File: config.mk
export PLATFORM = sky130hd
export DESIGN_NAME = otp_ctrl_chk_sched
export DESIGN_NICKNAME = d
export VERILOG_FILES = /design/src/rtl/otp_ctrl_chk_sched_pkg.sv /design/src/rtl/otp_ctrl_chk_lfsr.sv /design/src/rtl/otp_ctrl_chk_sched.sv
export SDC_FILE = /design/constraint.sdc
export NUM_CORES = 1
export LEC_CHECK = 0
export ABC_AREA = 0
export CORE_ASPECT_RATIO = 0.5
export CORE_MARGIN = 2
export CORE_UTILIZATION = 40
export CTS_BUF_LIST = sky130_fd_sc_hd__clkbuf_16
export DETAILED_ROUTE_END_ITERATION = 7
export PLACE_DENSITY = 0.66
export SETUP_SLACK_MARGIN = 0.5
export SYNTH_ARGS = -nofsm -noshare
export SYNTH_HDL_FRONTEND = slang
export SYNTH_HIERARCHICAL = 1
export SYNTH_SLANG_ARGS = --single-unit
File: constraint.sdc
create_clock -name clk_i -period 4.55 [get_ports clk_i]
set_input_delay 0.91 -clock clk_i [delete_from_list [all_inputs] [get_ports clk_i]]
set_output_delay 0.91 -clock clk_i [all_outputs]
set_load 0.02 [all_outputs]
File: src/rtl/otp_ctrl_chk_sched_pkg.sv
// Shared types and constants for the OTP check scheduler: sparse FSM encoding,
// Galois LFSR tap masks and parameter legality helpers.
package otp_ctrl_chk_sched_pkg;

   // Pairwise Hamming distance >= 4 so that single or double bit flips land in an illegal code.
   typedef enum logic [6:0] {
      ResetSt = 7'b0001011,
      IdleSt  = 7'b0110110,
      WaitSt  = 7'b1010001,
      ErrorSt = 7'b1101100
   } state_e;

   function automatic bit cnt_width_legal(int unsigned w);
      return w inside {32, 40, 48, 64};
   endfunction

   // Right-shifting Galois feedback mask, bit (t-1) set for each tap t of a maximal-length polynomial.
   function automatic logic [63:0] lfsr_taps(int unsigned w);
      case (w)
         32:      return 64'h0000_0000_8020_0003;
         40:      return 64'h0000_00A0_0014_0000;
         48:      return 64'h0000_C000_0018_0000;
         64:      return 64'hD800_0000_0000_0000;
         default: return 64'h0;
      endcase
   endfunction

endpackage

File: src/rtl/otp_ctrl_chk_lfsr.sv
// Period LFSR with usage-counted reseed request; a step and a reseed in the same cycle merge into one update.
// Entropy is non-blocking: the LFSR keeps stepping while the reseed request is pending.
module otp_ctrl_chk_lfsr
   import otp_ctrl_chk_sched_pkg::*;
#(
   parameter int unsigned         CntWidth           = 40,
   parameter int unsigned         EntropyWidth       = 32,
   parameter int unsigned         LfsrUsageThreshold = 16,
   parameter logic [CntWidth-1:0] LfsrSeed           = CntWidth'(1)
) (
   input  logic                    clk_i,
   input  logic                    rst_i,
   input  logic                    step_i,
   input  logic                    entropy_ack_i,
   input  logic [EntropyWidth-1:0] entropy_i,
   output logic                    entropy_req_o,
   output logic [CntWidth-1:0]     state_o
);

   localparam logic [CntWidth-1:0] Taps = CntWidth'(lfsr_taps(CntWidth));
   localparam int unsigned         UseW = $clog2(LfsrUsageThreshold + 1);

   logic [CntWidth-1:0] lfsr_q, lfsr_d;
   logic [UseW-1:0]     use_q;
   logic                reseed;

   assign entropy_req_o = (use_q >= UseW'(LfsrUsageThreshold));
   assign reseed        = entropy_req_o & entropy_ack_i;
   assign state_o       = lfsr_q;

   always_comb begin
      lfsr_d = lfsr_q;
      if (step_i) begin
         lfsr_d = (lfsr_q >> 1) ^ (lfsr_q[0] ? Taps : '0);
      end
      if (reseed) begin
         lfsr_d[EntropyWidth-1:0] = lfsr_d[EntropyWidth-1:0] ^ entropy_i;
      end
      // An all-zero state would lock the LFSR up for good.
      if (lfsr_d == '0) begin
         lfsr_d = LfsrSeed;
      end
   end

   always_ff @(posedge clk_i or posedge rst_i) begin
      if (rst_i) begin
         lfsr_q <= LfsrSeed;
         use_q  <= '0;
      end else begin
         lfsr_q <= lfsr_d;
         if (reseed) begin
            use_q <= '0;
         end else if (step_i && !entropy_req_o) begin
            use_q <= use_q + 1'b1;
         end
      end
   end

endmodule

File: src/rtl/otp_ctrl_chk_sched.sv
// Round-robin scheduler for periodic/one-shot OTP partition checks; request issued 1 cycle after eligibility.
// A class holds its requests until every partition acks or the timeout expires; other classes wait.
module otp_ctrl_chk_sched
   import otp_ctrl_chk_sched_pkg::*;
#(
   parameter int unsigned         NumChk             = 2,
   parameter int unsigned         NumPart            = 8,
   parameter int unsigned         CntWidth           = 40,
   parameter int unsigned         MskWidth           = 32,
   parameter int unsigned         EntropyWidth       = 32,
   parameter int unsigned         LfsrUsageThreshold = 16,
   parameter logic [CntWidth-1:0] LfsrSeed           = CntWidth'(1),
   localparam int unsigned        ChkW               = (NumChk > 1) ? $clog2(NumChk) : 1
) (
   input  logic                        clk_i,
   input  logic                        rst_i,
   input  logic                        timer_en_i,
   output logic                        entropy_req_o,
   input  logic                        entropy_ack_i,
   input  logic [EntropyWidth-1:0]     entropy_i,
   input  logic [NumChk*MskWidth-1:0]  period_msk_i,
   input  logic [NumChk-1:0]           chk_trig_i,
   input  logic [NumChk-1:0]           pause_i,
   input  logic [31:0]                 timeout_i,
   output logic [NumChk*NumPart-1:0]   chk_req_o,
   input  logic [NumChk*NumPart-1:0]   chk_ack_i,
   input  logic                        escalate_i,
   output logic                        chk_pending_o,
   output logic [ChkW-1:0]             active_chk_o,
   output logic                        chk_timeout_o,
   output logic [ChkW-1:0]             timeout_chk_o,
   output logic                        fsm_err_o
);

   if (!cnt_width_legal(CntWidth) || MskWidth > CntWidth || EntropyWidth > CntWidth ||
       NumChk < 1 || NumChk > 8) begin : gen_param_err
      $fatal(1, "otp_ctrl_chk_sched: illegal parameterisation");
   end

   state_e                          state_q;
   logic [NumChk-1:0][CntWidth-1:0] cnt_q;
   logic [31:0]                     tcnt_q;
   logic [NumChk-1:0]               trig_q;
   logic [NumChk-1:0][NumPart-1:0]  req_q;
   logic [ChkW-1:0]                 rr_q, active_q, tout_chk_q;
   logic                            tout_q, err_q;

   logic [NumChk-1:0][NumPart-1:0]  ack;
   logic [NumChk-1:0][CntWidth-1:0] msk, draw;
   logic [NumChk-1:0]               elig, clr;
   logic                            gnt_vld, tout_hit, done, lfsr_step;
   logic [ChkW-1:0]                 gnt_idx, rr_nxt;
   logic [CntWidth-1:0]             lfsr_state;

   assign ack = chk_ack_i;

   always_comb begin
      msk  = '1;
      draw = '0;
      elig = '0;
      for (int c = 0; c < NumChk; c++) begin
         msk[c][CntWidth-1 -: MskWidth] = period_msk_i[c*MskWidth +: MskWidth];
         draw[c] = lfsr_state & msk[c];
         elig[c] = ((|period_msk_i[c*MskWidth +: MskWidth]) && (cnt_q[c] == '0)) || trig_q[c];
      end
   end

   // Lowest eligible class at or above rr_q wins; otherwise wrap to the lowest eligible class.
   always_comb begin
      gnt_vld = 1'b0;
      gnt_idx = '0;
      for (int c = NumChk - 1; c >= 0; c--) begin
         if (elig[c]) begin
            gnt_vld = 1'b1;
            gnt_idx = ChkW'(c);
         end
      end
      for (int c = NumChk - 1; c >= 0; c--) begin
         if (elig[c] && (ChkW'(c) >= rr_q)) begin
            gnt_idx = ChkW'(c);
         end
      end
      rr_nxt = (32'(gnt_idx) == NumChk - 1) ? '0 : gnt_idx + 1'b1;
   end

   assign tout_hit  = (timeout_i != '0) && (tcnt_q == '0);
   assign done      = (state_q == WaitSt) && !escalate_i && !tout_hit && (req_q[active_q] == '0);
   assign lfsr_step = ((state_q == ResetSt) && timer_en_i && !escalate_i) || done;

   always_comb begin
      clr = '0;
      for (int c = 0; c < NumChk; c++) begin
         clr[c] = (state_q == IdleSt) && !escalate_i && gnt_vld && (gnt_idx == ChkW'(c)) && trig_q[c];
      end
   end

   always_ff @(posedge clk_i or posedge rst_i) begin
      if (rst_i) begin
         state_q    <= ResetSt;
         cnt_q      <= '0;
         tcnt_q     <= '0;
         trig_q     <= '0;
         req_q      <= '0;
         rr_q       <= '0;
         active_q   <= '0;
         tout_chk_q <= '0;
         tout_q     <= 1'b0;
         err_q      <= 1'b0;
      end else begin
         trig_q <= (trig_q & ~clr) | chk_trig_i;
         for (int c = 0; c < NumChk; c++) begin
            if (state_q != ErrorSt) begin
               if (done && (active_q == ChkW'(c))) begin
                  cnt_q[c] <= draw[c];
               end else if (cnt_q[c] != '0) begin
                  cnt_q[c] <= cnt_q[c] - 1'b1;
               end
            end
         end
         if (escalate_i) begin
            state_q <= ErrorSt;
            err_q   <= 1'b1;
            req_q   <= '0;
            trig_q  <= '0;
         end else begin
            case (state_q)
               ResetSt: begin
                  if (timer_en_i) state_q <= IdleSt;
               end
               IdleSt: begin
                  if (gnt_vld) begin
                     state_q        <= WaitSt;
                     req_q[gnt_idx] <= '1;
                     tcnt_q         <= timeout_i;
                     rr_q           <= rr_nxt;
                     active_q       <= gnt_idx;
                  end
               end
               WaitSt: begin
                  req_q[active_q] <= req_q[active_q] & ~ack[active_q];
                  if ((tcnt_q != '0) && !pause_i[active_q]) begin
                     tcnt_q <= tcnt_q - 1'b1;
                  end
                  if (tout_hit) begin
                     state_q    <= ErrorSt;
                     tout_q     <= 1'b1;
                     tout_chk_q <= active_q;
                     req_q      <= '0;
                     trig_q     <= '0;
                  end else if (req_q[active_q] == '0) begin
                     state_q <= IdleSt;
                  end
               end
               ErrorSt: begin
                  req_q  <= '0;
                  trig_q <= '0;
               end
               default: begin
                  state_q <= ErrorSt;
                  err_q   <= 1'b1;
                  req_q   <= '0;
                  trig_q  <= '0;
               end
            endcase
         end
      end
   end

   otp_ctrl_chk_lfsr #(
      .CntWidth           (CntWidth),
      .EntropyWidth       (EntropyWidth),
      .LfsrUsageThreshold (LfsrUsageThreshold),
      .LfsrSeed           (LfsrSeed)
   ) u_lfsr (
      .clk_i         (clk_i),
      .rst_i         (rst_i),
      .step_i        (lfsr_step),
      .entropy_ack_i (entropy_ack_i),
      .entropy_i     (entropy_i),
      .entropy_req_o (entropy_req_o),
      .state_o       (lfsr_state)
   );

   assign chk_req_o     = req_q;
   assign chk_pending_o = (state_q != ErrorSt) && ((|trig_q) || (state_q == WaitSt));
   assign active_chk_o  = active_q;
   assign chk_timeout_o = tout_q;
   assign timeout_chk_o = tout_chk_q;
   assign fsm_err_o     = err_q;

endmodule

==> results of run 1 <==
cell type report:
class	count	area, sq um
Fill cell	2623	13200
Multi-Input combinational cell	1024	6420
Sequential cell	186	4660
Timing Repair Buffer	253	2430
Tap cell	382	478
Clock buffer	17	425
Clock inverter	15	144
Inverter	31	120
state kept, by name (all words and copies together) (netlist names):
register,count
cnt_q,80
u_lfsr/state_o,40
tcnt_q,32
chk_req_o,16
state_q,6
u_lfsr/use_q,5
trig_q,2
active_chk_o,1
chk_timeout_o,1
fsm_err_o,1
rr_q,1
timeout_chk_o,1
cells in the mapped netlist, drive strengths merged (6+ instances only):
library cell,n
clkbuf,65
nand2b,13
o2bb2ai,13
nand3,72
xnor2,7
nand2,72
and3,7
ha,7
or4,14
nor2b,15
a31oi,51
a22oi,13
a21oi,137
buf,26
o22ai,24
a31o,11
mux2i,33
a21o,12
a41oi,8
or2,6
o31ai,14
nor4,72
xor2,29
mux2,9
o22a,7
nor3,60
dfrtp,182
inv,31
a311oi,6
nor2,101
o21ai,90
or3,21
o32a,7
nand4,28
worst reg2reg max path, stage by stage (launching register included):
cell and delay [ps]:
dfrtp_1 410, or4_4 560, nor4_4 310, o2111a_1 270
nor2_2 70, a21oi_2 190, nor2_2 90, a211oi_4 610
buf_12 240, mux2i_1 280, xor2_1 140, nor4_2 330
nand4_1 190, o31ai_2 270
repair_timing:
item / CTS / global route
gates resized for setup: 12 / 37
buffers inserted: 2 / 13
cloned: 1 / 0
endpoints found under the hold margin: 0 / 0
setup endpoints to repair: 1 / 1
pin swaps: 4 / 18
placed cells by master, fill, tap and decap left out, types with 8 or more instances in the layout:
| cell | count |
|---|---|
| nor2_1 | 98 |
| or3_1 | 21 |
| buf_4 | 72 |
| a31o_2 | 11 |
| nor4_2 | 12 |
| a21o_1 | 12 |
| or4_1 | 10 |
| clkbuf_16 | 17 |
| a21oi_1 | 135 |
| nor2b_1 | 15 |
| nor3_1 | 59 |
| a31oi_1 | 51 |
| xor2_1 | 29 |
| o2bb2ai_1 | 13 |
| nand4_1 | 28 |
| mux2_2 | 9 |
| nand3_1 | 69 |
| o21ai_0 | 90 |
| inv_1 | 30 |
| dfrtp_1 | 180 |
| dlymetal6s2s_1 | 10 |
| o22ai_1 | 24 |
| nor4_1 | 58 |
| nand2b_1 | 13 |
| nand2_1 | 71 |
| a41oi_1 | 8 |
| clkdlybuf4s50_1 | 163 |
| mux2i_1 | 30 |
| o31ai_1 | 13 |
| a22oi_1 | 13 |
worst paths after layout:
| check | startpoint | to | slack (ps) | cells after the start |
|---|---|---|---|---|
| max reg2reg | tcnt_q[24] | u_lfsr/state_o[0] | 550 | 13 |
| min reg2reg | chk_timeout_o | chk_timeout_o | 490 | 1 |
| max in group asynchronous | rst_i | chk_timeout_o | 2790 | 3 |
| min | chk_timeout_o | chk_timeout_o | 490 | 1 |
| min in group asynchronous | rst_i | cnt_q[28] | 980 | 3 |
| max | timeout_i[9] | u_lfsr/state_o[0] | 520 | 15 |
stage by stage:
step	hold slack [ps]	instance area, sq um	setup WS, ps	instances	total power, W
finish	485	14700	524	1908	0.00364
global route	512	14700	345	1908	0.00377
CTS	485	14400	510	1895	0.00366
detailed placement	469	13800	-267	1860	0.00216
global placement	457	13800	-220	1860	0.00215
floorplan	448	11400	925	1332	0.00192
routing by layer:
layer,track usage (%),vias to the layer above,wire length (um)
met5,0,-,0
met4,9.39,0,1170
met3,5.23,71,3410
li1,-,5449,-
met1,37.9,5783,17800
met2,43.3,493,18400
power by group:
part	switching [W]	internal, W
sequential	0.0000431	0.00169
clock	0.000733	0.000765
combinational	0.000195	0.000212
total	0.000971	0.00266
cell families (layout without fill, tap and decap cells):
group                      Yosys count  in the layout
and+or+nand+nor                    503            503
AOI/OAI and AO/OA                  436            436
DFF                                186            186
buffers and inverters              122            316
muxes                               42             42
xor gates and xnor gates            36             36
adders and majority gates            7              7
==> out/metrics.csv, run 1 <==
stage,metric,value,unit
outcome,outcome,"finished, final reports clean",
timing,RSZ-0062 raised after global routing,yes,
detailed_routing,initial drt markers,1113,
synthesis,Synth async-reset ratio,100,%
timing,Final Skew,22.9,ps
synthesis,"EDFF count, synth",0,
synthesis,Mean Syn Cell Area,8.56,sq um
die,Initial Util,40.9,%
global_routing,gr ovfl total,0,
critical_path,crit end category,flip-flop,
clock_network,TritonCTS clock tree,built,
detailed_routing,DRT Wirelength,40800,um
timing,final hold vios,0,
timing,final worst-path cycle share,88.5,%
synthesis,mux cell area share after synthesis,3.79,%
synthesis,syn nets,1492,
place,GPL Wtd Cong,1.01,
synthesis,Synth Area in Simple Gates,23.0,%
timing,Post-Route Setup TNS,0,ps
clock_network,root buffer cell,clkbuf_16,
synthesis,Mapped Cells,1332,
final_layout,Nets,1673,
power,worst ir drop on vdd,243,uV
detailed_routing,drc violations,0,
min_path,Min-Delay Path Class,reg2reg,
critical_path,sequence of cells on the critical path,clkdlybuf4s50_1 -> nor4_1 -> nand4_1 -> buf_4 -> o2111a_1 -> nor2_2 -> a21oi_2 -> nor2_2 -> a211oi_4 -> buf_12 -> mux2i_1 -> xor2_1 -> nor4_2 -> nand4_1 -> o31ai_2,
detailed_routing,vias per cell,6.18,
timing,slew margin rel.,38.2,%
synthesis,Synth cell types,71,
critical_path,Worst Path Arrival,4410,ps
critical_path,Max stage delay on crit path,610,ps
critical_path,CP max stage cell,a211oi_4,
global_routing,first-pass GRT wire length,63600,um
synthesis,"top cells by area, synth","dfrtp_1 (40%), a21oi_1 (6.0%), o21ai_0 (4.0%)",
timing,Setup-failing EPs final,0,
critical_path,critical path required time,4940,ps
final_layout,# diodes,0,
detailed_routing,Routed Antenna Nets,0,
synthesis,Synth Register Bits,186,
clock_network,TritonCTS Sinks,186,
synthesis,largest family of logic cells by synthesized area,compound AO/OA/AOI/OAI gates,
critical_path,WS Path Type,in2reg,
global_routing,largest net degree at the start of global routing,142,
timing,Tmin final,4030,ps
timing,Worst Max-Slew Pin Slew,926,ps
synthesis,complex-gate fraction of the synthesized area,24.2,%
synthesis,XOR/XNOR Fraction of Synth Area,2.77,%
die,Chip Height,123,um
synthesis,Synth Area in Adders,0.768,%
critical_path,startpoint type of the worst setup path,input pin,
place,IO Port Bufs,174,
die,die width,243,um
clock_network,worst skew pair latency,470,ps
detailed_routing,drt wl/cell,21.4,um
run,max-cap violations,0,
clock_network,Num CTS Buffers,17,
power,Leakage,5.75,nW
synthesis,Synth Flop Type,dfrtp_1,
clock_network,clock slew at reported path FFs,80,ps
place,post-DP HPWL,29000,um
detailed_routing,total vias in the final route,11796,
timing,Final Max Slew Viols,0,
global_routing,vias in the first global route,11241,
clock_network,H-tree levels,4,
final_layout,fraction of final layout cells sized beyond drive strength 1,12.3,%
synthesis,cell accounting for the most synthesized area,dfrtp_1,
synthesis,post-synthesis cell area,0.0114,sq mm
critical_path,CP top delay family,compound AO/OA/AOI/OAI gates,
timing,Peak Freq,248,MHz
synthesis,post-synth top area share,40.0,%
global_routing,GRT Overall Usage,27.4,%
die,row count,43,
final_layout,Syn-to-layout area delta,28.8,%
critical_path,CP bufs+invs,3,
die,die area,0.0299,sq mm
critical_path,CP max FO,11,
synthesis,yosys warns,6,
clock_network,"Hold-fix buffers, CTS",0,
die,I/O Pins,175,
die,core footprint,0.0279,sq mm
detailed_routing,drt first pass iters,5,
final_layout,fin util,52.7,%
global_routing,initial antenna violation count,0,
power,power per cell area,248,mW/mm^2
synthesis,sequential share of the synthesized area,40.9,%
clock_network,clk buf depth,2,
No activity file was read; power rests on OpenSTA's default activity.
==> run 2, diff against run 1 <==
--- a/config.mk
+++ b/config.mk
@@ -6,12 +6,14 @@
 export NUM_CORES = 1
 export LEC_CHECK = 0
 export ABC_AREA = 0
+export CELL_PAD_IN_SITES_DETAIL_PLACEMENT = 1
+export CELL_PAD_IN_SITES_GLOBAL_PLACEMENT = 1
 export CORE_ASPECT_RATIO = 0.5
 export CORE_MARGIN = 2
-export CORE_UTILIZATION = 40
+export CORE_UTILIZATION = 37
 export CTS_BUF_LIST = sky130_fd_sc_hd__clkbuf_16
 export DETAILED_ROUTE_END_ITERATION = 7
-export PLACE_DENSITY = 0.66
+export PLACE_DENSITY = 0.78
 export SETUP_SLACK_MARGIN = 0.5
 export SYNTH_ARGS = -nofsm -noshare
 export SYNTH_HDL_FRONTEND = slang
==> run 2 against run 1 <==
  * Global-route usage up 0.42 points
  * Worst hold slack worse by 4.9 ps
  * Sequential cell count is the same
  * Combinational power increased by 4%
  * Largest cell class unchanged
  * Register-to-register slack better by 170 ps
  * Total power grew 0.51%
  * Sequential share of layout area grew 0.30 points
  * Non-clock buffer count down 15
  * Largest power group unchanged
  * Core utilization down 4.7 points
  * Wire length rose by 10%
==> out/metrics.csv, run 2 (synthesis gave the netlist of run 1 again) <==
stage,metric,value,unit,change
global_routing,initial antenna violation count,1,,+1
global_routing,largest net degree at the start of global routing,126,,-11%
power,Leakage,5.58,nW,-3.0%
detailed_routing,Routed Antenna Nets,0,,unchanged
clock_network,clk buf depth,2,,unchanged
critical_path,Max stage delay on crit path,460,ps,-150 ps
detailed_routing,drt first pass iters,5,,unchanged
critical_path,path depth of the worst reg2reg path,14,,+1
critical_path,R2R Path End,u_lfsr/state_o[0],,
timing,worst setup margin,655,ps,+132 ps
place,"worst slack, placed",-216,ps,+50.4 ps
run,max-cap violations,0,,unchanged
clock_network,worst skew pair latency,460,ps,about the same
die,Initial Util,37.6,%,-3.3 points
place,GPL Wtd Cong,0.958,,-5.3%
timing,final hold vios,0,,unchanged
final_layout,Largest register FFs,80,,unchanged
critical_path,sequence of cells on the critical path,clkdlybuf4s50_1 -> nor4_2 -> nand4_1 -> buf_4 -> o2111a_1 -> nor2_2 -> a21oi_2 -> nor2_2 -> a211oi_4 -> buf_12 -> mux2i_2 -> xor2_1 -> or3_1 -> or3_1 -> o31ai_2,,
detailed_routing,total vias in the final route,11890,,+0.80%
critical_path,CP max stage cell,clkdlybuf4s50_1,,
timing,RSZ-0062 raised after global routing,no,,
power,worst ir drop on vdd,220,uV,-9.6%
timing,Post-Route Setup TNS,0,ps,unchanged
clock_network,root buffer cell,clkbuf_16,,
min_path,Min-Delay Path Class,reg2reg,,
final_layout,fin cells,1912,,+0.21%
global_routing,gr ovfl total,0,,unchanged
clock_network,TritonCTS clock tree,built,,
timing,Final Skew,17.0,ps,-5.90 ps
critical_path,Critical Path Source,timeout_i[14],,
critical_path,startpoint type of the worst setup path,input pin,,
global_routing,vias in the first global route,12387,,+10%
timing,Peak Freq,257,MHz,+3.4%
die,row count,45,,+4.7%
timing,Worst Max-Slew Pin Slew,935,ps,+8.51 ps
timing,final worst-path cycle share,85.6,%,-2.9 points
clock_network,TritonCTS Sinks,186,,unchanged
die,I/O Pins,175,,unchanged
timing,Final Max Slew Viols,0,,unchanged
detailed_routing,DRT Wirelength,45000,um,+10%
critical_path,critical path required time,4930,ps,about the same
detailed_routing,initial drt markers,1102,,-0.99%
timing,Setup-failing EPs final,0,,unchanged
final_layout,Syn-to-layout area delta,27.5,%,
outcome,outcome,"finished, final reports clean",,
clock_network,"Hold-fix buffers, CTS",0,,unchanged
die,die area,0.0323,sq mm,+7.9%
final_layout,Biggest register,cnt_q,,
critical_path,crit end category,flip-flop,,
detailed_routing,drc violations,0,,unchanged
place,post-DP HPWL,32600,um,+12%
power,power per cell area,251,mW/mm^2,+1.5%
place,DP Cell Count,1874,,+0.75%
place,IO Port Bufs,174,,unchanged
final_layout,"commonest non-fill, non-tap cell in the layout",dfrtp_1,,
global_routing,first-pass GRT wire length,69800,um,+9.6%
final_layout,fraction of final layout cells sized beyond drive strength 1,11.3,%,-1.0 points
die,core footprint,0.0303,sq mm,+8.7%
timing,Tmin final,3890,ps,-132 ps
final_layout,"leading cell types in the layout, fill and taps excluded","dfrtp_1 (182), clkdlybuf4s50_1 (174), a21oi_1 (135)",,
critical_path,Critical Path End,u_lfsr/state_o[0],,
global_routing,GRT Overall Usage,27.8,%,+0.42 points
clock_network,clock slew at reported path FFs,80,ps,about the same
critical_path,WS Path Type,in2reg,,
critical_path,Reg-to-Reg Start,tcnt_q[14],,
critical_path,register-to-register setup slack,720,ps,+170 ps
clock_network,H-tree levels,4,,unchanged
detailed_routing,vias per cell,6.22,,+0.59%
final_layout,Nets,1658,,-0.90%
die,die width,252,um,+3.9%
timing,slew margin rel.,37.7,%,-0.57 points
clock_network,Num CTS Buffers,17,,unchanged
critical_path,CP max FO,8,,-3
detailed_routing,drt wl/cell,23.6,um,+10%
die,Chip Height,128,um,+3.8%
final_layout,fin util,48.0,%,-4.7 points
critical_path,Worst Path Arrival,4270,ps,-140 ps
-- run 2: final cells by class --
cell class	instances	area [sq um]
clock inverters	15	141
multi-input cells	1024	6400
well taps	399	499
flip-flops and latches	186	4660
diodes	2	5.00
inverters	31	120
clock buffers	17	425
repair buffers	238	2280
fillers	3516	15800
-- run 2: worst min path at each step --
stage             startpoint       endpoint  slack (ps)  cells after the start
2_1_floorplan     tcnt_q[17]     tcnt_q[17]         450                      1
3_3_place_gp   chk_timeout_o  chk_timeout_o         460                      1
3_5_place_dp   chk_timeout_o  chk_timeout_o         470                      1
4_1_cts        chk_timeout_o  chk_timeout_o         490                      1
5_1_grt        chk_timeout_o  chk_timeout_o         500                      1
6_report       chk_timeout_o  chk_timeout_o         480                      1
-- run 2: critical path: cells and delay by family --
| kind | cells | cell delay (ps) |
|---|---|---|
| simple gates | 6 | 1600 |
| mux | 1 | 160 |
| buf+inv | 3 | 820 |
| compound gates | 4 | 570 |
| xor+xnor | 1 | 180 |
-- run 2: routing by layer --
layer	share of wire (%)	track usage [%]	wire length (um)
met5	0	0	0
met4	3.8	12.1	1690
met3	5.6	4.53	2520
met2	47	45.7	21200
met1	44	36.4	19600
-- run 2: where the power goes --
part           total [W]  leakage [nW]  switching (W)  internal (W)
Combinational   0.000421          2.91       0.000208      0.000213
Clock            0.00150         0.266       0.000735      0.000764
Sequential       0.00173          2.40      0.0000466       0.00169
-- run 2: what timing repair did --
item                                    in CTS  in global routing
resized for setup                            3                 27
setup buffers                                2                  2
pin swaps                                    1                 11
endpoints found under the setup margin       1                  1
-- run 2: through the flow --
| stage | area [sq um] | power, W | hold WS [ps] |
|---|---|---|---|
| global placement | 13800 | 0.00215 | 461 |
| finish | 14500 | 0.00365 | 480 |
| detailed placement | 13800 | 0.00217 | 472 |
| global route | 14500 | 0.00378 | 503 |
| floorplan | 11400 | 0.00192 | 448 |
| CTS | 14400 | 0.00367 | 488 |
==> run 3, diff against run 2 <==
--- a/config.mk
+++ b/config.mk
@@ -15,6 +15,7 @@
 export DETAILED_ROUTE_END_ITERATION = 7
 export PLACE_DENSITY = 0.78
 export SETUP_SLACK_MARGIN = 0.5
+export SLEW_MARGIN = 20
 export SYNTH_ARGS = -nofsm -noshare
 export SYNTH_HDL_FRONTEND = slang
 export SYNTH_HIERARCHICAL = 1
==> results of run 3 <==
No change in the layout: final DEF, timing and power equal those of run 2.
==> RTL change (settings of run 2) <==
Reset style: synchronous (`rst_i`), changed in 2 clocked blocks.
--- a/src/rtl/otp_ctrl_chk_lfsr.sv
+++ b/src/rtl/otp_ctrl_chk_lfsr.sv
@@ -44,3 +44,3 @@
 
-   always_ff @(posedge clk_i or posedge rst_i) begin
+   always_ff @(posedge clk_i) begin
       if (rst_i) begin
--- a/src/rtl/otp_ctrl_chk_sched.sv
+++ b/src/rtl/otp_ctrl_chk_sched.sv
@@ -96,3 +96,3 @@
 
-   always_ff @(posedge clk_i or posedge rst_i) begin
+   always_ff @(posedge clk_i) begin
       if (rst_i) begin
Function: differs if rst_i is asserted again (counterexample within 4 cycles, from zero or initial values and one cycle with rst_i high); with rst_i held inactive, the same outputs for 4 cycles.
==> RTL change against run 2 <==
Setup slack got worse by 0.0089 ns. Utilization is 2.0 points lower. Area after synthesis shrank 0.61%. Cell area fell by 4.4%. Routed wire length up 1.6%. Sequential cell count is the same. Register-to-register slack about the same. First-iteration DRC count decreased by 6.0%.
Power is not compared: it rests on default switching activity, and its combinational part moved more than twofold at a synthesized area within 25%.
==> RTL change: results (changes against run 2) <==
| Metric | Value |
|---|---|
| Prevailing post-synth register cell | `dfxtp_1 (was dfrtp_1)` |
| Largest net degree at the start of global routing | `77 (was 126)` |
| Status | `complete, no violations (unchanged)` |
| ClkCell Share | `0.0400 (was 0.0390)` |
| Reg2reg path depth | `13 (was 14)` |
| Non-CTS buffers | `204 (was 238)` |
| Filler instances | `3650 (was 3516)` |
| DRT iter0 DRCs | `1036 (was 1102)` |
| Netlist cell types | `74 (was 71)` |
| Dpl cells | `1932 (was 1874)` |
| Reg2reg start | `tcnt_q[0]$_SDFFE_PP0P_ (was tcnt_q[14]$_DFFE_PP0P_)` |
| Fmax | `256 MHz (was 257 MHz)` |
| Final WL | `45700 um (was 45000 um)` |
| Global Route met2 Usage | `0.466 (was 0.457)` |
| Asr flop ratio synth | `0 (was 1.00)` |
| Total power | `5.10 mW` |
| Overall Global Routing Usage | `0.283 (was 0.278)` |
| Comb_multi_in | `1093 (was 1024)` |
| Multi-input gate share of the layout cell area | `0.499 (was 0.441)` |
| Post-CTS Resized | `0 (was 3)` |
| Share of layout cells above drive strength 1 | `0.0704 (was 0.113)` |
| Synth cell count leaders | `dfxtp_1 (186), nor2_1 (121), a21oi_1 (117) (was dfrtp_1 (182), a21oi_1 (136), nor2_1 (101))` |
| Start point of the critical path | `timeout_i[17] (was timeout_i[14])` |
| Critical path fanouts, max | `46 (was 8)` |
| Final hold slack | `0.461 ns (was 0.480 ns)` |
| Antenna diodes | `0 (was 2)` |
RTL change: cell count changes in the layout (fill, tap and decap cells not counted), moves of 22 or more:
| cell | before | now |
|---|---|---|
| xnor2_1 | 7 | 29 |
| a211oi_1 | 4 | 29 |
| nor2_1 | 98 | 120 |
| buf_4 | 58 | 29 |
| nor4_1 | 57 | 85 |
| inv_1 | 29 | 51 |
| dfrtp_1 | 182 | 0 |
| dfxtp_1 | 0 | 186 |
| o21ai_0 | 90 | 65 |
RTL change: kinds of logic (layout without fill, tap and decap cells):
| logic type | count (synthesis) | in the layout | share of synthesized area |
|---|---|---|---|
| and+or+nand+nor | 582 | 582 | 0.280 |
| AOI/OAI and AO/OA | 399 | 399 | 0.235 |
| DFF | 186 | 186 | 0.329 |
| buffers and inverters | 156 | 284 | 0.0630 |
| xor gates and xnor gates | 63 | 63 | 0.0487 |
| muxes | 42 | 42 | 0.0373 |
| adders and majority gates | 7 | 7 | 0.00773 |
